### config.mk
export PLATFORM = sky130hd
export DESIGN_NAME = snoop_receiver
export DESIGN_NICKNAME = d
export VERILOG_FILES = /design/src/rtl/coherence_pkg.sv /design/src/rtl/snoop_line_store.sv /design/src/rtl/snoop_receiver.sv
export SDC_FILE = /design/constraint.sdc
export NUM_CORES = 1
export LEC_CHECK = 0
export ABC_AREA = 1
export CORE_MARGIN = 2
export CORE_UTILIZATION = 55
export CTS_CLUSTER_SIZE = 25
export DETAILED_ROUTE_END_ITERATION = 6
export PLACE_DENSITY = 0.84
export SYNTH_ARGS = -nofsm -noshare
export SYNTH_HDL_FRONTEND = slang
export SYNTH_HIERARCHICAL = 1
export SYNTH_SLANG_ARGS = --single-unit
### constraint.sdc
create_clock -name i_Clock -period 3 [get_ports i_Clock]
set_input_delay 0.75 -clock i_Clock [delete_from_list [all_inputs] [get_ports i_Clock]]
set_output_delay 0.75 -clock i_Clock [all_outputs]
set_load 0.05 [all_outputs]
### src/rtl/coherence_pkg.sv
// rtl/coherence_pkg.sv - MSI state, bus message, action and emitter op codes shared by snoop and emitter
package coherence_pkg;

  typedef enum logic [1:0] {
    ST_INVALID  = 2'd0,
    ST_SHARED   = 2'd1,
    ST_MODIFIED = 2'd2
  } line_state_e;

  typedef enum logic [1:0] {
    MSG_NONE       = 2'd0,
    MSG_READ_MISS  = 2'd1,
    MSG_WRITE_MISS = 2'd2,
    MSG_INVALIDATE = 2'd3
  } bus_msg_e;

  typedef enum logic [1:0] {
    ACT_NONE      = 2'd0,
    ACT_WRITEBACK = 2'd1,
    ACT_ABORT     = 2'd2
  } action_e;

  // Emitter-side operation codes: read/write miss or hit.
  typedef enum logic [1:0] {
    OP_RM = 2'd0,
    OP_RH = 2'd1,
    OP_WM = 2'd2,
    OP_WH = 2'd3
  } emit_op_e;

  typedef enum logic [1:0] {
    S_IDLE    = 2'd0,
    S_LOOKUP  = 2'd1,
    S_RESPOND = 2'd2
  } snoop_fsm_e;

endpackage

### src/rtl/snoop_line_store.sv
// rtl/snoop_line_store.sv - direct-mapped tag/state/data store, local install wins over snoop update
module snoop_line_store
  import coherence_pkg::*;
#(
  parameter int NUM_LINES = 4,
  parameter int TAG_W     = 4,
  parameter int DATA_W    = 8,
  localparam int IDX_W    = $clog2(NUM_LINES)
) (
  input  logic              clk_i,
  input  logic              rst_ni,
  input  logic [IDX_W-1:0]  rd_idx_i,
  output logic [TAG_W-1:0]  rd_tag_o,
  output line_state_e       rd_state_o,
  output logic [DATA_W-1:0] rd_data_o,
  input  logic [IDX_W-1:0]  probe_idx_i,
  output line_state_e       probe_state_o,
  input  logic              local_we_i,
  input  logic [IDX_W-1:0]  local_idx_i,
  input  logic [TAG_W-1:0]  local_tag_i,
  input  line_state_e       local_state_i,
  input  logic [DATA_W-1:0] local_data_i,
  input  logic              snoop_we_i,
  input  logic [IDX_W-1:0]  snoop_idx_i,
  input  line_state_e       snoop_state_i
);

  line_state_e       state_q [NUM_LINES];
  logic [TAG_W-1:0]  tag_q   [NUM_LINES];
  logic [DATA_W-1:0] data_q  [NUM_LINES];

  assign rd_tag_o      = tag_q[rd_idx_i];
  assign rd_state_o    = state_q[rd_idx_i];
  assign rd_data_o     = data_q[rd_idx_i];
  assign probe_state_o = state_q[probe_idx_i];

  // Snoop only ever changes the state field; tag and data belong to the local side.
  always_ff @(posedge clk_i or negedge rst_ni) begin
    if (!rst_ni) begin
      for (int i = 0; i < NUM_LINES; i++) begin
        state_q[i] <= ST_INVALID;
        tag_q[i]   <= '0;
        data_q[i]  <= '0;
      end
    end else begin
      for (int i = 0; i < NUM_LINES; i++) begin
        if (local_we_i && (local_idx_i == IDX_W'(i))) begin
          state_q[i] <= local_state_i;
          tag_q[i]   <= local_tag_i;
          data_q[i]  <= local_data_i;
        end else if (snoop_we_i && (snoop_idx_i == IDX_W'(i))) begin
          state_q[i] <= snoop_state_i;
        end
      end
    end
  end

endmodule

### src/rtl/snoop_receiver.sv
// rtl/snoop_receiver.sv - MSI snoop-side controller: bus message lookup, downgrade/invalidate, write-back/abort action
module snoop_receiver
  import coherence_pkg::*;
#(
  parameter int NUM_LINES = 4,
  parameter int TAG_W     = 4,
  parameter int DATA_W    = 8,
  localparam int IDX_W    = $clog2(NUM_LINES),
  localparam int AW       = TAG_W + IDX_W
) (
  input  logic              i_Clock,
  input  logic              i_Reset_n,
  input  logic              i_Bus_Valid,
  input  logic [1:0]        i_Bus_Message,
  input  logic [AW-1:0]     i_Bus_Addr,
  output logic              o_Bus_Ready,
  input  logic              i_Local_Valid,
  input  logic [AW-1:0]     i_Local_Addr,
  input  logic [1:0]        i_Local_State,
  input  logic [DATA_W-1:0] i_Local_Data,
  output logic              o_Action_Valid,
  output logic [1:0]        o_Action,
  output logic [AW-1:0]     o_Wb_Addr,
  output logic [DATA_W-1:0] o_Wb_Data,
  input  logic              i_Action_Ack,
  input  logic [IDX_W-1:0]  i_Probe_Index,
  output logic [1:0]        o_Probe_State
);

  snoop_fsm_e        state_q, state_d;
  bus_msg_e          msg_q, msg_d;
  logic [AW-1:0]     addr_q, addr_d;
  logic              act_valid_q, act_valid_d;
  action_e           action_q, action_d;
  logic [AW-1:0]     wb_addr_q, wb_addr_d;
  logic [DATA_W-1:0] wb_data_q, wb_data_d;

  logic [TAG_W-1:0]  rd_tag;
  line_state_e       rd_state;
  logic [DATA_W-1:0] rd_data;
  line_state_e       probe_state;
  logic              snoop_we;
  line_state_e       snoop_state;
  logic              hit;

  snoop_line_store #(
    .NUM_LINES (NUM_LINES),
    .TAG_W     (TAG_W),
    .DATA_W    (DATA_W)
  ) u_store (
    .clk_i         (i_Clock),
    .rst_ni        (i_Reset_n),
    .rd_idx_i      (addr_q[IDX_W-1:0]),
    .rd_tag_o      (rd_tag),
    .rd_state_o    (rd_state),
    .rd_data_o     (rd_data),
    .probe_idx_i   (i_Probe_Index),
    .probe_state_o (probe_state),
    .local_we_i    (i_Local_Valid),
    .local_idx_i   (i_Local_Addr[IDX_W-1:0]),
    .local_tag_i   (i_Local_Addr[AW-1:IDX_W]),
    .local_state_i (line_state_e'(i_Local_State)),
    .local_data_i  (i_Local_Data),
    .snoop_we_i    (snoop_we),
    .snoop_idx_i   (addr_q[IDX_W-1:0]),
    .snoop_state_i (snoop_state)
  );

  assign hit            = (rd_state != ST_INVALID) && (rd_tag == addr_q[AW-1:IDX_W]);
  assign o_Bus_Ready    = (state_q == S_IDLE);
  assign o_Action_Valid = act_valid_q;
  assign o_Action       = action_q;
  assign o_Wb_Addr      = wb_addr_q;
  assign o_Wb_Data      = wb_data_q;
  assign o_Probe_State  = probe_state;

  always_ff @(posedge i_Clock or negedge i_Reset_n) begin
    if (!i_Reset_n) begin
      state_q     <= S_IDLE;
      msg_q       <= MSG_NONE;
      addr_q      <= '0;
      act_valid_q <= 1'b0;
      action_q    <= ACT_NONE;
      wb_addr_q   <= '0;
      wb_data_q   <= '0;
    end else begin
      state_q     <= state_d;
      msg_q       <= msg_d;
      addr_q      <= addr_d;
      act_valid_q <= act_valid_d;
      action_q    <= action_d;
      wb_addr_q   <= wb_addr_d;
      wb_data_q   <= wb_data_d;
    end
  end

  // The action reads the store's pre-edge contents, so a same-cycle local install cannot alter it.
  always_comb begin
    state_d     = state_q;
    msg_d       = msg_q;
    addr_d      = addr_q;
    act_valid_d = act_valid_q;
    action_d    = action_q;
    wb_addr_d   = wb_addr_q;
    wb_data_d   = wb_data_q;
    snoop_we    = 1'b0;
    snoop_state = ST_INVALID;
    case (state_q)
      S_IDLE: begin
        if (i_Bus_Valid && (i_Bus_Message != 2'd0)) begin
          msg_d   = bus_msg_e'(i_Bus_Message);
          addr_d  = i_Bus_Addr;
          state_d = S_LOOKUP;
        end
      end
      S_LOOKUP: begin
        state_d = S_IDLE;
        if (hit) begin
          case (msg_q)
            MSG_READ_MISS: begin
              if (rd_state == ST_MODIFIED) begin
                snoop_we    = 1'b1;
                snoop_state = ST_SHARED;
                action_d    = ACT_WRITEBACK;
                wb_data_d   = rd_data;
              end
            end
            MSG_WRITE_MISS: begin
              snoop_we = 1'b1;
              if (rd_state == ST_MODIFIED) begin
                action_d  = ACT_WRITEBACK;
                wb_data_d = rd_data;
              end
            end
            MSG_INVALIDATE: begin
              snoop_we = 1'b1;
              if (rd_state == ST_MODIFIED) begin
                action_d  = ACT_ABORT;
                wb_data_d = '0;
              end
            end
            default: ;
          endcase
          if (rd_state == ST_MODIFIED && msg_q != MSG_NONE) begin
            act_valid_d = 1'b1;
            wb_addr_d   = addr_q;
            state_d     = S_RESPOND;
          end
        end
      end
      S_RESPOND: begin
        if (i_Action_Ack) begin
          act_valid_d = 1'b0;
          action_d    = ACT_NONE;
          state_d     = S_IDLE;
        end
      end
      default: state_d = S_IDLE;
    endcase
  end

endmodule

# Word-level counts from Yosys, hierarchy flattened
# Cells that the tools add are included.
# op_classes
multipliers,0
n_reduce_logical,31
shift,0
eq_ne,22
n_mux,45
magnitude_cmp,2
addsub,0
bitwise,2
div,0
# ops
operator,n
$mux W2,19
$mux W8,4
$reduce_bool A2 Y1,9
$bmux W8 S2,1
$eq A2 B2 Y1 const B,8
$pmux W8 S2,1
$logic_and A1 B1 Y1,11
$mux W1,10
$bmux W2 S2,2
$bmux W4 S2,1
$eq A2 B1 Y1 const B,4
$mux W4,2
$ne A2 B2 Y1 const B,4
$pmux W2 S2,2
$ge A3 B3 Y1 const B,2
$logic_not A2 Y1,3
$ne A3 B3 Y1 const B,2
$not A2 Y3,2
$pmux W2 S3,1
$reduce_and A6 Y1,1
$reduce_and A5 Y1,1
$eq A4 B4 Y1,1
$ne A2 B1 Y1 const B,2
$pmux W1 S2,2
5 further kinds,7
# totals
wordCells,121
memories,0
mem_bits_rw,0
ff_bits,83
latch_bits,0
romBits,0
out_inout_bits,20

# Depth between registers and ports, before layout
# depth
ltp_word,12
depth_mapped,17
mapped_depth_nobuf,16

# Modules after synthesis
# Netlist, hierarchy kept.
# by_module_without_submodules
mod,area_per_inst_um2,instances,cells_each,seq_area_each_um2
snoop_line_store,2760.1,1,331,1401.3
snoop_receiver,1476.4,1,177,675.6

# Least setup slack after synthesis
# No wires, ideal clock.
# synth_path
path_type,input -> output
start,input port i_Probe_Index[0]
end,output port o_Probe_State[0]
setup_slack_ns,0.585
path_stages,3
required_time_ns,2.250
t_arrival_ns,1.665
path_cell_list,inv_1 -> o21ai_0 -> o22ai_1
# synth_via
elab_chain_len,4
# synth_rtl
item,line_no,rtl
from (decl),snoop_receiver.sv:26,"input logic [IDX_W-1:0] i_Probe_Index,"
$not A2 Y3 (implied by the code),snoop_line_store.sv:35,assign probe_state_o = state_q[probe_idx_i];
$bmux W2 S2,snoop_line_store.sv:35,
$mux W2 (implied by the code) (2 in series),snoop_line_store.sv:35,
to (decl),snoop_receiver.sv:27,output logic [1:0] o_Probe_State
# Every way passes these cells. The select of a mux whose other input is x is not followed.

==> flow_metrics.env <==
export IMPL_cts_hold_buf=0
export IMPL_initial_utilization_pct=55.7
export IMPL_ctsResizeCount=0
export IMPL_cts_setup_buffers=0
export IMPL_slowest_stage="clkdlybuf4s50_1"
export IMPL_drc_errors=0
export IMPL_cap_violations=0
export IMPL_fin_util_pct=65.5
export IMPL_rsz0062_at_grt="false"
export IMPL_synth_seq_area_share_pct=49.0
export IMPL_synth_seq_cells=83
export IMPL_syn_num_nets=547
export IMPL_yosysWarnings=6
export IMPL_path_clk_slew_ps=80
export IMPL_setup_viol=0
export IMPL_cts_tree="done"
export IMPL_grt_pass1_wl_mm=15.4
export IMPL_wl_mm=9.10
export IMPL_hold_class="reg -> reg"
export IMPL_top_layer="met4"
export IMPL_viasPerCell=5.46
export IMPL_p_leak_nw=2.47
export IMPL_overflow=0
export IMPL_path_max_fanout=3
export IMPL_core_mm2=0.00761
export IMPL_wire_per_inst_um=13.7
export IMPL_antenna_found_initial=0
export IMPL_gp_congestion=0.829
export IMPL_critical_path_class="reg -> out"
export IMPL_grt_max_degree=84
export IMPL_cts_root_buf="clkbuf_8"
export IMPL_crit_required_ps=2250
export IMPL_finalSetupTns_ps=0
export IMPL_dieArea_mm2=0.00842
export IMPL_n_fill_cell=645
export IMPL_netlist_area_mm2=0.00424
export IMPL_met1_length_mm=3.88
export IMPL_multi_input_area_mm2=0.00182
export IMPL_worst_pin_slew_ps=1010
export IMPL_synthDistinctLibCells=32
export IMPL_max_stage_delay_ps=820
export IMPL_nets=596
export IMPL_antenna_cells=0
export IMPL_cts_sinks=83
export IMPL_ios=51
export IMPL_ant_nets=0
export IMPL_wl_met2_mm=4.51
export IMPL_end_kind="primary output"
export IMPL_h_tree_depth=3
export IMPL_ir_worst_vdd_uv=306
export IMPL_syn_area_per_cell_um2=8.34
export IMPL_grt_pass1_vias=3409
export IMPL_skew_ps=11.7
export IMPL_post_dp_hpwl_mm=6.40
export IMPL_rows=32
export IMPL_cts_buffer_depth=2
export IMPL_fin_crit_sh_pct=89.1
export IMPL_cp_arrival_ps=1920
export IMPL_drt_iter0_markers=373
export IMPL_syn_inst=508
export IMPL_relSlewSlack_pct=32.7
export IMPL_die_h_um=91.8
export IMPL_final_seq_area_mm2=0.00208
export IMPL_via_count=3622
export IMPL_grt_use_total_pct=22.9
export IMPL_dr_pass1_iters=5
export IMPL_synthToLayoutAreaGrowth_pct=17.5
export IMPL_die_w_um=91.8
export IMPL_period_minus_slack_ps=2670
export IMPL_portBuffers=50
export IMPL_dr_wl_met3_um=530
export IMPL_drv_slew=0
export IMPL_timing_fmax_ghz=0.374
export IMPL_hold_viol_final=0
export IMPL_path_cells="inv_1, ha_1, clkdlybuf4s50_1"
export IMPL_crit_path_start_kind="flip-flop"
export IMPL_cts_made_buffers=9
export IMPL_drive_gt1_share_pct=11.1
export IMPL_powerDensity_mw_per_mm2=843
export IMPL_worstSkewPairLatency_ps=360
export IMPL_status="completed"
[power by group]
part | internal, mW | leakage, nW | switching, mW | total (mW)
Sequential | 1.36 | 1.05 | 0.172 | 1.53
Clock | 0.362 | 0.0953 | 0.383 | 0.745
Combinational | 0.684 | 1.32 | 1.24 | 1.92
Total | 2.40 | 2.47 | 1.80 | 4.20
[cells in the final DEF (no fill, tap or decap)]
cell type / Yosys / layout
nand2_1: 135 / 135
dfrtp_1: 83 / 83
o21ai_0: 59 / 59
clkdlybuf4s50_1: 0 / 47
inv_1: 44 / 44
nor2_1: 43 / 43
nand3_1: 20 / 20
o22ai_1: 17 / 17
o21ai_2: 16 / 16
o21ai_1: 13 / 13
clkbuf_8: 0 / 12
nand4_1: 9 / 9
buf_4: 1 / 9
nand3b_1: 8 / 8
ha_1: 8 / 8
a21oi_1: 7 / 7
inv_2: 5 / 5
nor2_2: 4 / 4
nand2_4: 3 / 3
nand3_4: 3 / 3
clkinv_1: 2 / 2
mux2_2: 2 / 2
clkinv_2: 0 / 2
buf_12: 0 / 2
xor2_1: 1 / 1
nor3_1: 1 / 1
nor2_8: 1 / 1
inv_4: 1 / 1
nand2_2: 1 / 1
a21oi_4: 1 / 1
clkbuf_1: 3 / 1
conb_1: 1 / 1
[cell usage after synthesis (all sizes together)]
library cell  instances  share of area (%)
inv                  50                4.5
nand4                 9                1.3
a21oi                 8                1.2
buf                  15                2.8
mux2                  2               0.53
nand2               139                 13
o21ai                88                 12
ha                    8                2.4
nor3                  1               0.12
conb                  1              0.089
clkbuf                5               0.50
clkinv                2               0.18
o22ai                17                2.5
dfrtp                83                 49
nor2                 48                4.9
nand3                23                3.6
nand3b                8                1.4
xor2                  1               0.21
[critical path, delay by kind of cell (launching register included)]
kind	cells	cell delay, ps
DFF	1	410
buffers and inverters	2	940
adders and majority gates	1	220
[through the flow]
step	power (mW)	hold WS [ps]	instance area, um2	setup WS [ps]	cells
global route	4.48	494	4980	135	663
global placement	3.38	454	4800	442	648
finish	4.20	470	4980	328	663
detailed placement	3.46	458	4800	378	648
CTS	4.19	475	4980	323	663
floorplan	2.89	448	4240	585	508
[logic make-up (layout without fill, tap and decap cells)]
kind of cell	Yosys count	in the layout	synth area share, %
AO/OA/AOI/OAI	113	113	15.5
adder cells (fa/ha/maj)	8	8	2.36
buffers and inverters	72	125	8.00
AND/OR/NAND/NOR	228	228	24.2
multiplexers	2	2	0.532
other	1	1	0.0885
flip-flops	83	83	49.0
XOR/XNOR	1	1	0.207
[final timing paths]
kind                                    startpoint                              to  slack (ps)  cells after the start
max                         state_q[0]$_DFFE_PN0P_                     o_Bus_Ready         330                      3
max in group asynchronous                i_Reset_n   u_store/data_q[9]$_DFFE_PN0P_        1790                      1
min                        o_Action[1]$_DFFE_PN0P_         o_Action[1]$_DFFE_PN0P_         470                      2
min reg2reg                o_Action[1]$_DFFE_PN0P_         o_Action[1]$_DFFE_PN0P_         470                      2
min in group asynchronous                i_Reset_n        o_Wb_Addr[2]$_DFFE_PN0P_         550                      1
max reg2reg                  addr_q[0]$_DFFE_PN0P_  u_store/state_q[1]$_DFFE_PN0P_         420                     16
[per-layer routing]
layer,vias up,GRT usage (%)
met2,146,38.6
met1,1699,29.4
met3,19,4.03
met5,-,0
met4,0,9.33
li1,1758,-
[state kept, by name (all words and copies together) (netlist names), 6 cells and up]
register	flops
u_store/data_q	32
u_store/state_q	8
o_Wb_Addr	6
o_Wb_Data	8
u_store/tag_q	16
addr_q	6
[layout make-up]
class                      count  share of cell area (%)
inverter                      52                    3.97
clock buffer                  13                    3.39
tap                          102                    2.56
timing repair buffer          58                    11.6
multi-input combinational    353                    36.6
sequential                    83                    41.7
clock inverter                 2                   0.201
(Power assumes the default switching activity.)
